==> src/rtl/parking_pkg.sv <==
// Shared parking-lot definitions: lot size, field widths, exit FSM encoding and fee arithmetic.
// Used by both the entry-side allocator and the exit controller.
package parking_pkg;

    localparam int NUM_SPOTS = 4;
    localparam int TIMER_W   = 8;
    localparam int FEE_W     = 10;

    localparam logic [TIMER_W-1:0] TIMER_MAX = '1;
    localparam logic [FEE_W-1:0]   FEE_MAX   = '1;

    typedef enum logic [1:0] {
        IDLE,
        WAIT_PAY,
        GATE_OPEN,
        RELEASE
    } exit_state_t;

    // Elapsed ticks times rate, clamped to the largest representable fee.
    function automatic logic [FEE_W-1:0] calc_fee(input logic [TIMER_W-1:0] ticks, input int rate);
        int product;
        product = int'(ticks) * rate;
        return (product > int'(FEE_MAX)) ? FEE_MAX : FEE_W'(product);
    endfunction

endpackage

==> src/rtl/spot_timer.sv <==
// Per-spot parking timer: counts billing ticks while the spot is occupied and saturates at TIMER_MAX.
module spot_timer
    import parking_pkg::*;
(
    input  logic               clk,
    input  logic               reset,
    input  logic               clear,
    input  logic               enable,
    input  logic               tick,
    output logic [TIMER_W-1:0] count
);

    // NOTE: clocked state uses non-blocking assignments so every flop samples pre-edge values.
    always_ff @(posedge clk or posedge reset) begin
        if (reset) begin
            count <= '0;
        end else if (clear) begin
            count <= '0;
        end else if (enable && tick && (count != TIMER_MAX)) begin
            count <= count + 1'b1;
        end
    end

endmodule

==> src/rtl/parking_exit_controller.sv <==
// Exit-side controller: tracks occupancy and per-spot time, bills an exiting car,
// waits for payment, opens the gate, then frees the spot.
module parking_exit_controller
    import parking_pkg::*;
#(
    parameter int NUM_SPOTS   = parking_pkg::NUM_SPOTS,
    parameter int RATE        = 2,
    parameter int GATE_CYCLES = 8,
    parameter int PAY_TIMEOUT = 64
) (
    input  logic                         clk,
    input  logic                         reset,
    input  logic [NUM_SPOTS-1:0]         entry_onehot,
    input  logic                         tick,
    input  logic                         exit_req,
    input  logic [$clog2(NUM_SPOTS)-1:0] exit_spot,
    input  logic                         pay_ok,
    output logic [NUM_SPOTS-1:0]         occupied,
    output logic [FEE_W-1:0]             fee,
    output logic                         fee_valid,
    output logic                         gate_open,
    output logic [NUM_SPOTS-1:0]         release_onehot,
    output logic                         exit_error,
    output logic                         busy
);

    localparam int SPOT_W  = $clog2(NUM_SPOTS);
    localparam int CNT_MAX = (PAY_TIMEOUT > GATE_CYCLES) ? PAY_TIMEOUT : GATE_CYCLES;
    localparam int CNT_W   = $clog2(CNT_MAX + 1);
    localparam logic [CNT_W-1:0] PAY_LAST  = CNT_W'(PAY_TIMEOUT - 1);
    localparam logic [CNT_W-1:0] GATE_LAST = CNT_W'(GATE_CYCLES - 1);

    exit_state_t          state, state_next;
    logic [CNT_W-1:0]     cnt;
    logic [SPOT_W-1:0]    spot_q;
    logic [TIMER_W-1:0]   timer [NUM_SPOTS];
    logic [NUM_SPOTS-1:0] entry_accept;
    logic [NUM_SPOTS-1:0] release_vec;
    logic                 exit_accept;
    logic                 exit_reject;
    logic                 pay_abort;

    // NOTE: every always_comb output gets a default first, so no path can infer a latch.
    always_comb begin
        state_next  = state;
        exit_accept = 1'b0;
        exit_reject = 1'b0;
        pay_abort   = 1'b0;
        case (state)
            IDLE: begin
                if (exit_req) begin
                    if (occupied[exit_spot]) begin
                        exit_accept = 1'b1;
                        state_next  = WAIT_PAY;
                    end else begin
                        exit_reject = 1'b1;
                    end
                end
            end
            WAIT_PAY: begin
                if (pay_ok) begin
                    state_next = GATE_OPEN;
                end else if (cnt == PAY_LAST) begin
                    pay_abort  = 1'b1;
                    state_next = IDLE;
                end
            end
            GATE_OPEN: if (cnt == GATE_LAST) state_next = RELEASE;
            RELEASE:   state_next = IDLE;
            default:   state_next = IDLE;
        endcase
    end

    // cnt measures time spent in the current state; it restarts on every transition.
    always_ff @(posedge clk or posedge reset) begin
        if (reset) begin
            state      <= IDLE;
            cnt        <= '0;
            spot_q     <= '0;
            fee        <= '0;
            exit_error <= 1'b0;
        end else begin
            state      <= state_next;
            cnt        <= (state_next != state || state == IDLE) ? '0 : cnt + 1'b1;
            exit_error <= exit_reject | pay_abort;
            if (exit_accept) begin
                spot_q <= exit_spot;
                fee    <= calc_fee(timer[exit_spot], RATE);
            end
        end
    end

    always_comb begin
        for (int i = 0; i < NUM_SPOTS; i++) begin
            release_vec[i] = (state == RELEASE) && (spot_q == SPOT_W'(i));
        end
    end

    assign fee_valid      = (state == WAIT_PAY);
    assign gate_open      = (state == GATE_OPEN);
    assign busy           = (state != IDLE);
    assign release_onehot = release_vec;

    // A release wins over an entry aimed at the same spot; entries to occupied spots are dropped.
    assign entry_accept = entry_onehot & ~occupied & ~release_vec;

    always_ff @(posedge clk or posedge reset) begin
        if (reset) begin
            occupied <= '0;
        end else begin
            occupied <= (occupied | entry_accept) & ~release_vec;
        end
    end

    for (genvar i = 0; i < NUM_SPOTS; i++) begin : g_timer
        spot_timer u_timer (
            .clk    (clk),
            .reset  (reset),
            .clear  (entry_accept[i] | release_vec[i]),
            .enable (occupied[i]),
            .tick   (tick),
            .count  (timer[i])
        );
    end

endmodule

==> config.mk <==
export PLATFORM = sky130hd
export DESIGN_NAME = parking_exit_controller
export DESIGN_NICKNAME = d
export VERILOG_FILES = /design/src/rtl/parking_pkg.sv /design/src/rtl/spot_timer.sv /design/src/rtl/parking_exit_controller.sv
export SDC_FILE = /design/constraint.sdc
export NUM_CORES = 1
export LEC_CHECK = 0
export CAP_MARGIN = 20
export CELL_PAD_IN_SITES_DETAIL_PLACEMENT = 1
export CELL_PAD_IN_SITES_GLOBAL_PLACEMENT = 2
export CORE_UTILIZATION = 38
export CTS_BUF_LIST = sky130_fd_sc_hd__clkbuf_8
export DETAILED_ROUTE_END_ITERATION = 16
export PLACE_DENSITY = 0.88
export SLEW_MARGIN = 40
export SYNTH_ARGS = -nofsm -noshare
export SYNTH_HDL_FRONTEND = slang
export SYNTH_SLANG_ARGS = --single-unit
==> constraint.sdc <==
create_clock -name clk -period 2 [get_ports clk]
set_clock_uncertainty 0.1 [all_clocks]
set_input_delay 0.4 -clock clk [delete_from_list [all_inputs] [get_ports clk]]
set_output_delay 0.4 -clock clk [all_outputs]
set_load 0.01 [all_outputs]
==> results of run 1 <==
## path summary, 6_finish.rpt
| check | endpoint | slack, ns | cells after the start |
|---|---|---|---|
| worst max-delay path | release_onehot[2] | 0.07 | 3 |
| worst max register to register | g_timer[0].u_timer.count[7] | 0.18 | 5 |
| worst min-delay path | exit_error | 0.20 | 2 |
| min in group clk | cnt[0] | 0.36 | 1 |
| max in group asynchronous | state[0] | 1.06 | 3 |
| worst min register to register | cnt[0] | 0.36 | 1 |
## cell usage after synthesis (4+ instances only)
library cell / count
sky130_fd_sc_hd__a211oi_1: 5
sky130_fd_sc_hd__a21oi_1: 4
sky130_fd_sc_hd__a31oi_1: 9
sky130_fd_sc_hd__and3_1: 8
sky130_fd_sc_hd__buf_4: 7
sky130_fd_sc_hd__dfrtp_1: 56
sky130_fd_sc_hd__ha_1: 5
sky130_fd_sc_hd__inv_1: 12
sky130_fd_sc_hd__mux2_4: 9
sky130_fd_sc_hd__mux2i_1: 5
sky130_fd_sc_hd__mux4_1: 8
sky130_fd_sc_hd__nand2_1: 13
sky130_fd_sc_hd__nand3_1: 12
sky130_fd_sc_hd__nand4_1: 9
sky130_fd_sc_hd__nor2_1: 44
sky130_fd_sc_hd__nor2b_1: 4
sky130_fd_sc_hd__nor3_1: 7
sky130_fd_sc_hd__o211ai_1: 5
sky130_fd_sc_hd__xnor2_1: 5
sky130_fd_sc_hd__xor2_1: 11
## repair_timing
| action | 4_1_cts | 5_1_grt |
|---|---|---|
| endpoints found under the setup margin | 7 | 6 |
| gates resized for setup | 13 | 4 |
| buffers inserted | 6 | 1 |
| hold buffers | 0 | 0 |
## logic make-up after synthesis
kind of cell | Yosys count | share of synthesized area, %
xor gates and xnor gates | 16 | 4.538
muxes | 25 | 14.26
adders and majority gates | 5 | 2.026
other | 1 | 0.1214
AOI/OAI and AO/OA | 44 | 10.41
and+or+nand+nor | 114 | 18.48
DFF | 56 | 45.38
buffers and inverters | 25 | 4.781
## per-layer routing
metal	up-vias	wire length, um
met2	50	4046
met4	0	182
li1	1158	-
met3	11	281
met5	-	0
met1	1262	3826
## through the flow
step                hold WS [ns]  setup WS [ns]  std cells  instance area [um2]
finish                    0.2020        0.06571        447                 3802
global route              0.2116       0.007700        447                 3802
CTS                       0.2052        -0.1320        446                 3790
detailed placement        0.3484        -0.2864        432                 3637
global placement          0.3417        -0.2651        432                 3637
floorplan                 0.3251         0.1287        287                 3092
## critical path, stage by stage (launching register included)
cell,delay (ns)
sky130_fd_sc_hd__dfrtp_2,0.46
sky130_fd_sc_hd__buf_4,0.15
sky130_fd_sc_hd__and4b_2,0.22
sky130_fd_sc_hd__dlygate4sd2_1,0.28
## registers in the layout (all words and copies together), names as in the netlist
name / flops
cnt: 7
state: 2
fee: 8
g_timer.u_timer.count: 32
spot_q: 2
exit_error: 1
occupied: 4
## power by group
group | internal [mW] | switching [mW] | leakage (nW)
clock | 0.246 | 0.401 | 0.0455
combinational | 1.06 | 0.817 | 1.01
sequential | 1.50 | 0.521 | 0.709
## final cells by class
cell class	instances	area, um2	share of cell area [%]
Multi-Input combinational cell	206	1556	40.93
Sequential cell	56	1405	36.95
Timing Repair Buffer	63	579.3	15.24
Tap cell	102	127.6	3.356
Clock buffer	5	68.82	1.810
Inverter	12	45.04	1.185
Clock inverter	3	20.02	0.5265
==> results.txt, run 1 <==
The clock insertion delay at the later pin of the skew report is 0.33 ns. The peak fanout along the critical path is 4. In this run the cell area of the synthesized design comes to 0.003088 mm2. The flow ran to the end, and the final reports show no timing, DRC or antenna violations.

The aggregate negative setup slack came out at 0 ns. The die covers 0.008491 mm2. The max-slew violation count came out at 0. The total iterations of the first detailed-routing run came out at 4. The number of vias per cell after detailed routing is 5.550.

The number of DRC markers after the initial detailed-route iteration came out at 116. The required time of the critical path came out at 1.50 ns. In this run the power density over the cells is 1195 mW/mm2.

The placeable core area came out at 0.007807 mm2. The async set or reset register ratio after synthesis came out at 100.0%. The overall fraction of global-route tracks in use came out at 21.73%. Total power for the finished layout comes to 4.543 mW. The total leakage power came out at 1.769 nW. Setup repair after global routing left no endpoint under its margin. The count of cell types in the netlist came out at 53. The startpoint of the worst-slack reg-to-reg timing path is g_timer[0].u_timer.count[0]. The met2 track utilization from global routing came out at 35.32%. The number of nets with antenna violations after routing came out at 0.

The smallest clock period supported by the final layout is computed as 1.934 ns. Leaving out fill and tap cells, the most frequent cells in the layout are sky130_fd_sc_hd__dfrtp_1, sky130_fd_sc_hd__nor2_1, sky130_fd_sc_hd__buf_4, sky130_fd_sc_hd__clkdlybuf4s50_1, sky130_fd_sc_hd__nand2_1. The clock tree from TritonCTS is done. The number of clock sinks seen by CTS came out at 56.

The number of buffers on the longest clock path is 2. The number of top-level pins came out at 33. The most congested layer reported by global routing is met2. The dominant synthesized flop cell is sky130_fd_sc_hd__dfrtp_1. The wire length of the first global-routing pass is 13.94 mm.

The number of global-route vias before repair was 2651. Setup violations remaining at the end of the flow were counted as 0. The overall via count from detail_route is 2481. Cells with a size suffix above 1 make up 18.55% of the layout. Row generation in the floorplan step produced 32 rows. The HPWL reported at the end of detailed placement came out at 6.086 mm.

The worst setup path startpoint is state[0]. The effective utilization at floorplan came out at 39.55%. The die outline width is 92.15 um.

The average cell area after synthesis is 10.80 um2. In this run the worst hold path is classified as input port to asynchronous set/reset pin. The number of buffer cells added on primary ports is 30. The post-synthesis instance total is 286.

After layout, the worst path uses 96.71% of the clock period. After synthesis the netlist holds a flip-flop and latch count of 56. The utilization after layout came out at 48.70%.

sky130_fd_sc_hd__dfrtp_1 takes more of the synthesized area than any other cell. After clock tree synthesis, the clock-pin slew on the worst setup and hold paths is 0.11 ns. The area added between synthesis and finish is 23.14%. The root buffer cell chosen for the clock tree is sky130_fd_sc_hd__clkbuf_8. The total clock buffers created by CTS is 5. The die extent in y is 92.15 um. The endpoint arrival time on the critical path is 1.43 ns. Global routing consumed, on the met1 layer, 29.26% of the routing resources. The number of antenna repair diodes came out at 0.

The warning count from the yosys run came out at 0. The H-tree depth came out at 2. The maximum number of pins on one net before global-route repair came out at 48. The startpoint-to-endpoint class of the critical path is flip-flop to output port. The synthesized design contains 0 enable-type register cells. The worst setup path is launched from a flip-flop. The peak supply drop came out at 0.0004819 V. The hold violation total from the final report came to 0.

The share of the synthesized area in the top cell type is 45.38%. Fill cells in the final layout number 882. The number of violations of the max-capacitance limit came out at 0.

The met3 usage in global routing is 3.151%. The DRC violations left is 0. For this run, the top clock speed supported by timing is 517.0 MHz. The share of the yosys chip area belonging to registers is 45.38%. For this run, the post-layout net count is 360. By area the synthesized netlist is led by sky130_fd_sc_hd__dfrtp_1, sky130_fd_sc_hd__mux4_1, sky130_fd_sc_hd__nor2_1.

For this block, the routed nets add up to 8.337 mm of wire. The worst setup path is captured at an output port. The final routed wire length divided by cell count is 18.65 um. The total congestion overflow after global routing is 0. The library cell used most frequently in the layout, excluding fill and tap cells, is sky130_fd_sc_hd__dfrtp_1. The weighted congestion at the end of routability-driven global placement came out at 0.8400.

The number of antenna violations at the first check in global routing came to 0.
(Power assumes the default switching activity.)
==> run 2: changes to the inputs <==
- CORE_UTILIZATION: 38 -> 35
- PLACE_DENSITY: 0.88 -> 0.86
- SLEW_MARGIN: 40 -> 5
- clock period: 2 -> 1.71 ns (I/O delays scaled with it)
==> run 2 against run 1 <==
The run now ends with setup timing left. First-iteration DRC count increased by 4.3%. Clock power is 45% higher. Utilization is 3.5 points higher. Highest routed layer unchanged. Hold slack gained 0.065 ns.
==> results.txt, run 2 (synthesis results as in run 1) <==
The flow ran to the end, but the final reports show violations. The final reports fail on setup timing. The largest individual stage delay along the critical path comes from the cell sky130_fd_sc_hd__dfrtp_2.

The most flop-heavy register is g_timer.u_timer.count. The internal cell power came out at 3.942 mW. The share of total power in combinational logic is 49.1%. From left edge to right edge, the die measures 95.93 um. The clock group share of total power came out at 14.7%. The number of global-route vias before repair was 2851. The path class of the tightest hold or removal check is input port to asynchronous set/reset pin. The power share of the sequential group is 36.1%. The max-slew violation count is 0. Across the run, the number of max-cap violations was 0.

The total leakage power came out at 2.077 nW. The DRC violations left came out at 0. The worst setup path is launched from a flip-flop. The flip-flop count of the largest register after layout is 32. Routability-driven placement finished with a final weighted congestion of 0.8204. The core region is 0.008382 mm2. The most numerous cell on the critical path is sky130_fd_sc_hd__buf_6. Pin placement for this block handled 33 I/O pins. The net switching power is 2.424 mW.

The final routed wire length divided by cell count is 19.92 um. The number of buffers on the longest clock path came out at 2. The area growth from synthesis to layout is 41.65%. The overall fraction of global-route tracks in use is 22.27%.

Across the VDD grid, the largest voltage drop is 0.0006976 V. The worst setup path is of the flip-flop to output port kind. The largest registers in the layout are g_timer.u_timer.count x32, fee x8, cnt x7. For this block, the via count after detailed routing is 2700. Leaving out fill and tap cells, the most frequent cells in the layout are sky130_fd_sc_hd__buf_4, sky130_fd_sc_hd__dfrtp_1, sky130_fd_sc_hd__nor2_1, sky130_fd_sc_hd__buf_6, sky130_fd_sc_hd__nand2_1. After clock tree synthesis, the clock-pin slew on the worst setup and hold paths is 0.12 ns. The most common cell after layout, fill and taps aside is sky130_fd_sc_hd__buf_4. The number of vias per cell after detailed routing came out at 5.477. The wire length after detailed routing is 9.823 mm.

The total congestion overflow after global routing came out at 0. The worst setup path is captured at an output port. The number of antenna violations at the first check in global routing came to 0. TritonCTS built the clock tree. The number of buffer cells added on primary ports is 30. The effective utilization at floorplan came out at 36.84%. The signal on the critical path passes through buf_6 > nor3_4 > buf_6 > buf_6. The setup violation total in the final timing report is 14. The ratio of total power to cell area is 1455 mW/mm2. The hold-fix buffer count after cts is 0. The post-layout minimum cycle time came out at 1.851 ns. The number of nets with antenna violations after routing came out at 0. The die area is 0.009203 mm2. The site row count came out at 33. The worst hold-check slack came out at 0.2669 ns. The peak fanout along the critical path came out at 3. For the final routed database, the setup TNS stands at -0.7260 ns. The total clock buffers created by CTS is 5. Setup repair after global routing could not meet its margin everywhere. The required time of the critical path came out at 1.27 ns. STA puts the critical path data arrival time at 1.41 ns. The total iterations of the first detailed-routing run came out at 4. The maximum number of pins on one net before global-route repair came out at 48. Net switching is 38.07% of the power. Measured along the y axis, the die boundary spans 95.93 um.

The total power after layout came out at 6.366 mW. The H-tree depth is 2. The achievable clock frequency is 540.3 MHz.

The number of nets in the layout came out at 403. The worst register-to-register path has a setup slack of -0.06 ns. Cells fill 52.19% of the core in the end. The setup slack after layout came out at -0.1410 ns. The number of antenna repair diodes came out at 0. Once detailed placement completed, the half-perimeter wirelength came to 6.345 mm. The tree built by TritonCTS fans out to 56 sinks. CTS placed an instance of sky130_fd_sc_hd__clkbuf_8 at the clock tree root. In this design, the stage delay of the slowest critical-path cell is 0.46 ns. The wire length of the first global-routing pass came out at 15.10 mm.

The number of DRC markers after the initial detailed-route iteration is 121. The hold violation total from the final report is 0. In the finished design, the share of the clock period the worst path needs comes to 108.2%.

In the final layout, the share of cells above drive strength 1 is 36.08%. The clock insertion delay at the later pin of the skew report is 0.33 ns.
==> run 2: cell types whose count changed in the layout (fill, tap and decap cells not counted), sizes merged <==
cell / before / now
buf: 33 / 83
clkdlybuf4s50: 22 / 8
dlygate4sd2: 5 / 10
dlymetal6s2s: 2 / 4
inv: 13 / 11
bufinv: 0 / 1
clkbuf: 6 / 5
clkdlybuf4s15: 0 / 1
clkinv: 1 / 2
==> run 2: final cells by class <==
type	count	area (um2)
Clock inverter	3	47.55
Fill cell	920	4008
Clock buffer	5	68.82
Tap cell	105	131.4
Timing Repair Buffer	106	944.7
Multi-Input combinational cell	206	1728
Inverter	12	48.80
Sequential cell	56	1405
==> run 2: repair_timing <==
| action | 4_1_cts | 5_1_grt |
|---|---|---|
| setup endpoints to repair | 36 | 46 |
| buffers inserted | 17 | 9 |
| resized for setup | 71 | 41 |
| pin swaps | 5 | 11 |
| hold endpoints to repair | 0 | 0 |
==> run 2: worst paths after layout <==
check                                               to   startpoint  cells after the start
max                                  release_onehot[0]    spot_q[1]                      4
min                                             cnt[0]        reset                      3
max reg2reg                                     fee[1]  occupied[3]                      4
min reg2reg                                     cnt[0]       cnt[0]                      1
max in group asynchronous  g_timer[2].u_timer.count[7]        reset                      3
min in group clk                                cnt[0]       cnt[0]                      1
==> run 2: power groups by stage <==
stage | Combinational (mW) | Sequential, mW | Clock (mW)
2_1_floorplan | 1.38 | 2.15 | 0
3_3_place_gp | 2.30 | 2.27 | 0
3_5_place_dp | 2.41 | 2.28 | 0
4_1_cts | 2.79 | 2.27 | 0.946
5_1_grt | 3.38 | 2.35 | 1.01
6_report | 3.13 | 2.30 | 0.939
==> run 2: per-stage QoR <==
stage / setup WS, ns / area [um2] / cells
2_1_floorplan: -0.0004439 / 3104 / 287
3_3_place_gp: -0.4804 / 3850 / 464
3_5_place_dp: -0.5420 / 3850 / 464
6_report: -0.1410 / 4374 / 493
4_1_cts: -0.1138 / 4189 / 488
5_1_grt: -0.1760 / 4374 / 493
==> run 2: worst max-delay path, delay by kind of cell (launching register included) <==
kind / cells / cell delay [ns]
buffers and inverters: 3 / 0.38
and+or+nand+nor: 1 / 0.23
DFF: 1 / 0.46
==> run 2: layer usage <==
layer | track usage (%) | wire length [um] | vias up
met5 | 0 | 0 | -
met4 | 8.209 | 303 | 0
met3 | 4.028 | 297 | 21
met2 | 39.94 | 5100 | 52
met1 | 26.48 | 4122 | 1381
li1 | - | - | 1246
